[src/rtl/pacman_input_ctrl.sv]
// Player-control front end: per-button 2-flop synchronizer and counter debouncer,
// last-pressed-wins direction arbiter with registered one-hot outputs, and a
// single-cycle ack/start pulse on each debounced press of the center button.
module pacman_input_ctrl #(
   parameter int unsigned DEBOUNCE_CYCLES = 500000,
   parameter int unsigned CNT_W           = 19
) (
   input  logic       clk,
   input  logic       reset,
   input  logic       btnL,
   input  logic       btnR,
   input  logic       btnU,
   input  logic       btnD,
   input  logic       btnC,
   output logic       Left,
   output logic       Right,
   output logic       Up,
   output logic       Down,
   output logic       ack,
   output logic [2:0] dir_code
);

   // Button indices; the L, U, R, D order doubles as arbitration priority.
   localparam int unsigned IdxL = 0;
   localparam int unsigned IdxU = 1;
   localparam int unsigned IdxR = 2;
   localparam int unsigned IdxD = 3;
   localparam int unsigned IdxC = 4;
   localparam int unsigned NumBtn = 5;

   localparam logic [CNT_W-1:0] CntLast = CNT_W'(DEBOUNCE_CYCLES - 1);

   // Encoding matches dir_code so the state register drives it directly.
   typedef enum logic [2:0] {
      StNone = 3'd0,
      StL    = 3'd1,
      StU    = 3'd2,
      StR    = 3'd3,
      StD    = 3'd4
   } dir_state_e;

   logic [NumBtn-1:0] raw;
   logic [NumBtn-1:0] sync1_q, sync2_q;
   logic [NumBtn-1:0] deb_q, deb_d, deb_prev_q;
   logic [NumBtn-1:0] rise, fall;
   logic [CNT_W-1:0]  cnt_q [NumBtn];
   logic [CNT_W-1:0]  cnt_d [NumBtn];
   dir_state_e        state_q, state_d;

   assign raw = {btnC, btnD, btnR, btnU, btnL};

   // Two-flop synchronizer per button.
   always_ff @(posedge clk or posedge reset) begin
      if (reset) begin
         sync1_q <= '0;
         sync2_q <= '0;
      end else begin
         sync1_q <= raw;
         sync2_q <= sync1_q;
      end
   end

   // Debounce next state: level follows the synchronized input only after
   // DEBOUNCE_CYCLES consecutive disagreeing samples; any agreement restarts.
   always_comb begin
      deb_d = deb_q;
      for (int i = 0; i < NumBtn; i++) begin
         cnt_d[i] = cnt_q[i];
         if (sync2_q[i] == deb_q[i]) begin
            cnt_d[i] = '0;
         end else if (cnt_q[i] == CntLast) begin
            deb_d[i] = sync2_q[i];
            cnt_d[i] = '0;
         end else begin
            cnt_d[i] = cnt_q[i] + CNT_W'(1);
         end
      end
   end

   // Debounce counters, levels and the previous level for edge detection.
   always_ff @(posedge clk or posedge reset) begin
      if (reset) begin
         deb_q      <= '0;
         deb_prev_q <= '0;
         for (int i = 0; i < NumBtn; i++) begin
            cnt_q[i] <= '0;
         end
      end else begin
         deb_q      <= deb_d;
         deb_prev_q <= deb_q;
         for (int i = 0; i < NumBtn; i++) begin
            cnt_q[i] <= cnt_d[i];
         end
      end
   end

   assign rise = deb_q & ~deb_prev_q;
   assign fall = ~deb_q & deb_prev_q;

   // Arbiter state register.
   always_ff @(posedge clk or posedge reset) begin
      if (reset) begin
         state_q <= StNone;
      end else begin
         state_q <= state_d;
      end
   end

   // Arbiter next state: newest press wins; releasing the active direction
   // drops to none without falling back to other held buttons.
   always_comb begin
      state_d = state_q;
      if (rise[IdxL]) begin
         state_d = StL;
      end else if (rise[IdxU]) begin
         state_d = StU;
      end else if (rise[IdxR]) begin
         state_d = StR;
      end else if (rise[IdxD]) begin
         state_d = StD;
      end else begin
         case (state_q)
            StL:     if (fall[IdxL]) state_d = StNone;
            StU:     if (fall[IdxU]) state_d = StNone;
            StR:     if (fall[IdxR]) state_d = StNone;
            StD:     if (fall[IdxD]) state_d = StNone;
            default: state_d = state_q;
         endcase
      end
   end

   // Registered one-hot decode and the center-press pulse.
   always_ff @(posedge clk or posedge reset) begin
      if (reset) begin
         Left  <= 1'b0;
         Right <= 1'b0;
         Up    <= 1'b0;
         Down  <= 1'b0;
         ack   <= 1'b0;
      end else begin
         Left  <= (state_d == StL);
         Right <= (state_d == StR);
         Up    <= (state_d == StU);
         Down  <= (state_d == StD);
         ack   <= rise[IdxC];
      end
   end

   assign dir_code = state_q;

endmodule
[config.mk]
export PLATFORM = sky130hd
export DESIGN_NAME = pacman_input_ctrl
export DESIGN_NICKNAME = d
export VERILOG_FILES = /design/src/rtl/pacman_input_ctrl.sv
export SDC_FILE = /design/constraint.sdc
export NUM_CORES = 1
export LEC_CHECK = 0
export ABC_AREA = 0
export BUFFER_PORTS_ARGS = -buffer_cell sky130_fd_sc_hd__buf_2
export CORE_MARGIN = 5
export CORE_UTILIZATION = 62
export DETAILED_ROUTE_END_ITERATION = 12
export PLACE_DENSITY = 0.86
export SYNTH_ARGS = -nofsm -noshare
export SYNTH_HDL_FRONTEND = slang
export SYNTH_SLANG_ARGS = --single-unit
[constraint.sdc]
create_clock -name clk -period 4.1 [get_ports clk]
set_clock_uncertainty 0.2 [all_clocks]
set_input_delay 0 -clock clk [delete_from_list [all_inputs] [get_ports clk]]
set_output_delay 0 -clock clk [all_outputs]
set_load 0.01 [all_outputs]
# After elaboration in Yosys (flattened, before gate mapping)
# Cells that the tools add are included.
[classes]
n_addsub = 5
n_eq_ne = 18
muxes = 19
n_bitwise = 9
n_reduce_logical = 5
[ops]
columns = ["op", "count"]
rows = [
  ["$mux 19", 10],
  ["$add 19x1->19 const B", 5],
  ["$eq 19x19->1 const B", 5],
  ["$mux 3", 8],
  ["$eq 3x2->1 const B", 4],
  ["$pmux 3 s4", 1],
  ["$reduce_and 2->1", 5],
  ["$eq 3x1->1 const B", 2],
  ["$eq 3x3->1 const B", 2],
  ["$and 5x5->5", 1],
  ["$eq 1x1->1", 5],
  ["$not 1->1", 5],
  ["$not 5->5", 1],
  ["$and 4x4->4", 1],
  ["$not 4->4", 1],
]
[word_totals]
register_bits = 123
out_inout_bits = 8
elab_cells = 75

# Longest topological paths before layout
[logic_depth]
ltp_word = 9
mapped_depth = 6
depth_no_buf = 5

# Worst setup path after synthesis
# OpenSTA, ideal clock, no wires.
[synth_timing]
path_type = "register to register"
startpoint = "reg cnt_q[33] (netlist bit)"
endpoint = "reg deb_q[3]"
setup_time_ps = 125
t_arrival_ps = 1926
required_ps = 3775
setup_slack_ps = 1850
stages_incl_launch_ff = 5
path_buffers = 0
cell_sequence = "dfrtp_1 > or4_1 > or4_4 > nor2_1 > mux2_2"
[synth_between]
elab_chain_cells = 2
[synth_rtl]
columns = ["element", "line", "rtl"]
rows = [
  ["from (decl)", "46", "logic [CNT_W-1:0] cnt_q [NumBtn];"],
  ["from (signal, indexed assignment)", "92", "cnt_q[i] <= cnt_d[i];"],
  ["$eq 19x19->1", "71", "end else if (cnt_q[i] == CntLast) begin"],
  ["$reduce_and 2->1 (no line)", "n/a", ""],
  ["to (signal assigned)", "83", "deb_q <= '0;"],
  ["to (signal assigned)", "89", "deb_q <= deb_d;"],
  ["to (decl)", "44", "logic [NumBtn-1:0] deb_q, deb_d, deb_prev_q;"],
]
# No other way between the ends.
# A chain may end at the register's enable or synchronous reset.

==> qor.yml <==
status: "finished clean"
antenna_found_initial: 0
rows: 35
hold_path_class: "register to register"
ys_seq_area_share_pct: 52.7
r2r_end: "cnt_q[28]$_DFF_PP0_"
r2r-start: "cnt_q[26]$_DFF_PP0_"
htreeDepth: 4
cts_root_buffer: "clkbuf_8"
endpoint: "cnt_q[28]$_DFF_PP0_"
crit_path_start: "cnt_q[26]$_DFF_PP0_"
cts_buffer_depth: 2
drive_above_1_share_pct: 11.8
setup_tns_ns: 0
path_cells: "or4_1, or4_4, o21ai_4, nor2_1"
coreArea_um2: 9200
drc: 0
synth_cells: 571
vias: 4408
p_leak_uw: 0.00274
maxCapViolCount: 0
synth_area_per_cell_um2: 10.2
wl_per_cell_um: 15.5
setup_viol: 0
grt_pass1_vias: 4333
cts_buffers: 17
cts_sinks: 123
wl_um: 11300
grt_pass1_wl_um: 19700
fin_crit_sh_pct: 59.7
hpwl_um: 7270
gr-usage-met3_pct: 5.24
period_needed_ns: 2.45
place_area_um2: 6000
synthMostInstantiatedCell: "dfrtp_1"
synth_warnings: 0
cts_tree: "built"
die_area_um2: 11500
clock_latency_ns: 0.52
synth_area_um2: 5840
ir_drop_v: 0.000297
grt_start_max_net_pins: 56
synth.ff_latch_count: 123
drtIter0Drc: 276
finalWeightedCongestion: 0.877
synth_edf_count: 0
ys_top_cells_by_count: "dfrtp_1 (123), nor2_1 (82), xnor2_1 (40)"
slew_headroom_pct: 35.9
multi_input_comb_area_um2: 2630
initial_core_util_pct: 63.5
rrSetupSlack_ns: 1.65
cpPeakStageDelay_ns: 0.57
hold_viol: 0
dr.pass1.iters: 7
drt-vias-per-instance: 6.04
pin_count: 15
use_met1_pct: 27.5
die_width_um: 107
crit_path_end_kind: "register"
fmax_ghz: 0.408
nets: 618
die_y_um: 107
synth_area_leader_cell: "dfrtp_1"
fillers: 594
grt_overflow_total: 0
cp.required_ns: 4.27
grt.busiest_layer: "met2"
critPathSlowestCell: "or4_4"
postSynth.topFlopCell: "dfrtp_1"
fin_util_pct: 73.3
seq_area_um2: 3080
critPathLaunchType: "register"
path_class: "register to register"
grt_setup_unrepaired: "false"
io_buffers: 14
power.density_nw_per_um2: 423
r2r_cells: 4
yosysTopAreaCellShare_pct: 52.7
n_antenna_cell: 0
met2_usage_pct: 34.7
cp_max_fo: 18
final_area_um2: 6740
syn-num-nets: 583
yosysUniqueCellTypes: 46
p_total_uw: 2850
cp.arrival_ns: 2.62
synth_area_leaders: "dfrtp_1 (53%), xnor2_1 (6.0%), nor2_1 (5.3%), xor2_1 (4.4%), nand3_1 (3.3%)"
tightest_slew_ns: 0.959
syn_to_final_growth_pct: 15.5
async_flop_share_pct: 100
track_usage_pct: 21.4
final_antenna_net_count: 0
slew_violations: 0
clk_pin_slew_ns: 0.06
[repair_timing]
item | 4_1_cts | 5_1_grt
hold endpoints to repair | 89 | 0
resized for setup | 0 | 0
buffers inserted | 0 | 0
hold buffers | 12 | 0
[worst max-delay path: cells and delay by family, from the launching register on]
kind	cells	cell delay, ns
and+or+nand+nor	3	1.23
DFF	1	0.46
AOI/OAI and AO/OA	1	0.41
[layout make-up]
class	instances	area share, %
timing repair buffer	30	3.27
inverter	15	0.872
clock inverter	14	2.93
sequential	123	45.7
clock buffer	18	6.20
multi-input combinational	419	39.0
tap	111	2.06
[per-layer routing]
layer,vias to the layer above,part of all wire [%]
met4,0,1.4
met2,85,50
met3,16,4.2
met1,2199,44
met5,-,0
li1,2108,-
[worst min path at each step]
stage	startpoint	end	slack [ns]	cells after the start
after floorplan	btnL	sync1_q[0]$_DFF_PP0_	-0.17	0
after global placement	btnL	sync1_q[0]$_DFF_PP0_	-0.09	1
after detailed placement	btnL	sync1_q[0]$_DFF_PP0_	-0.09	1
after CTS	sync1_q[1]$_DFF_PP0_	sync2_q[1]$_DFF_PP0_	0.15	0
after global routing	sync1_q[1]$_DFF_PP0_	sync2_q[1]$_DFF_PP0_	0.16	0
final	sync1_q[1]$_DFF_PP0_	sync2_q[1]$_DFF_PP0_	0.15	0
[registers in the layout, indices dropped and copies added, names as in the netlist]
name and flops:
Down 1, sync2_q 5, cnt_q 95, ack 1
deb_prev_q 5, Right 1, dir_code 3, Left 1
Up 1, deb_q 5, sync1_q 5
[kinds of logic (layout without fill, tap and decap cells)]
group | after synthesis | in the layout | synth area share (%)
xor gates and xnor gates | 69 | 69 | 10.4
and+or+nand+nor | 287 | 287 | 26.3
buffers and inverters | 29 | 77 | 2.25
AOI/OAI and AO/OA | 52 | 52 | 6.15
DFF | 123 | 123 | 52.7
adders and majority gates | 5 | 5 | 1.07
muxes | 6 | 6 | 1.14
[power by group]
part | switching [uW] | internal, uW
Clock | 535 | 987
Sequential | 17.3 | 1230
Combinational | 52.5 | 27.7
Total | 605 | 2250
[cell usage in the layout, fill, tap and decap left out, types with 12 or more instances in the layout]
cell type      Yosys  final
xnor2_1           40     40
nand3_1           38     38
xor2_1            29     29
dfrtp_1          123    123
nor4_1            19     19
dlygate4sd3_1      0     12
clkbuf_16          0     16
nor3_1            17     17
buf_2              2     14
a21oi_1           22     22
inv_1             15     14
nand2_1           33     33
nand4_1           28     28
o21ai_0           14     14
nor2_1            82     82
or3_1             14     14
[through the flow]
step	setup WS (ns)	instances	hold WS, ns
2_1_floorplan	0.629	571	-0.169
3_3_place_gp	1.80	686	-0.0919
3_5_place_dp	1.72	686	-0.0899
4_1_cts	1.66	730	0.153
5_1_grt	1.54	730	0.161
6_report	1.65	730	0.151
Note: power is estimated with default switching activity, not from simulation.
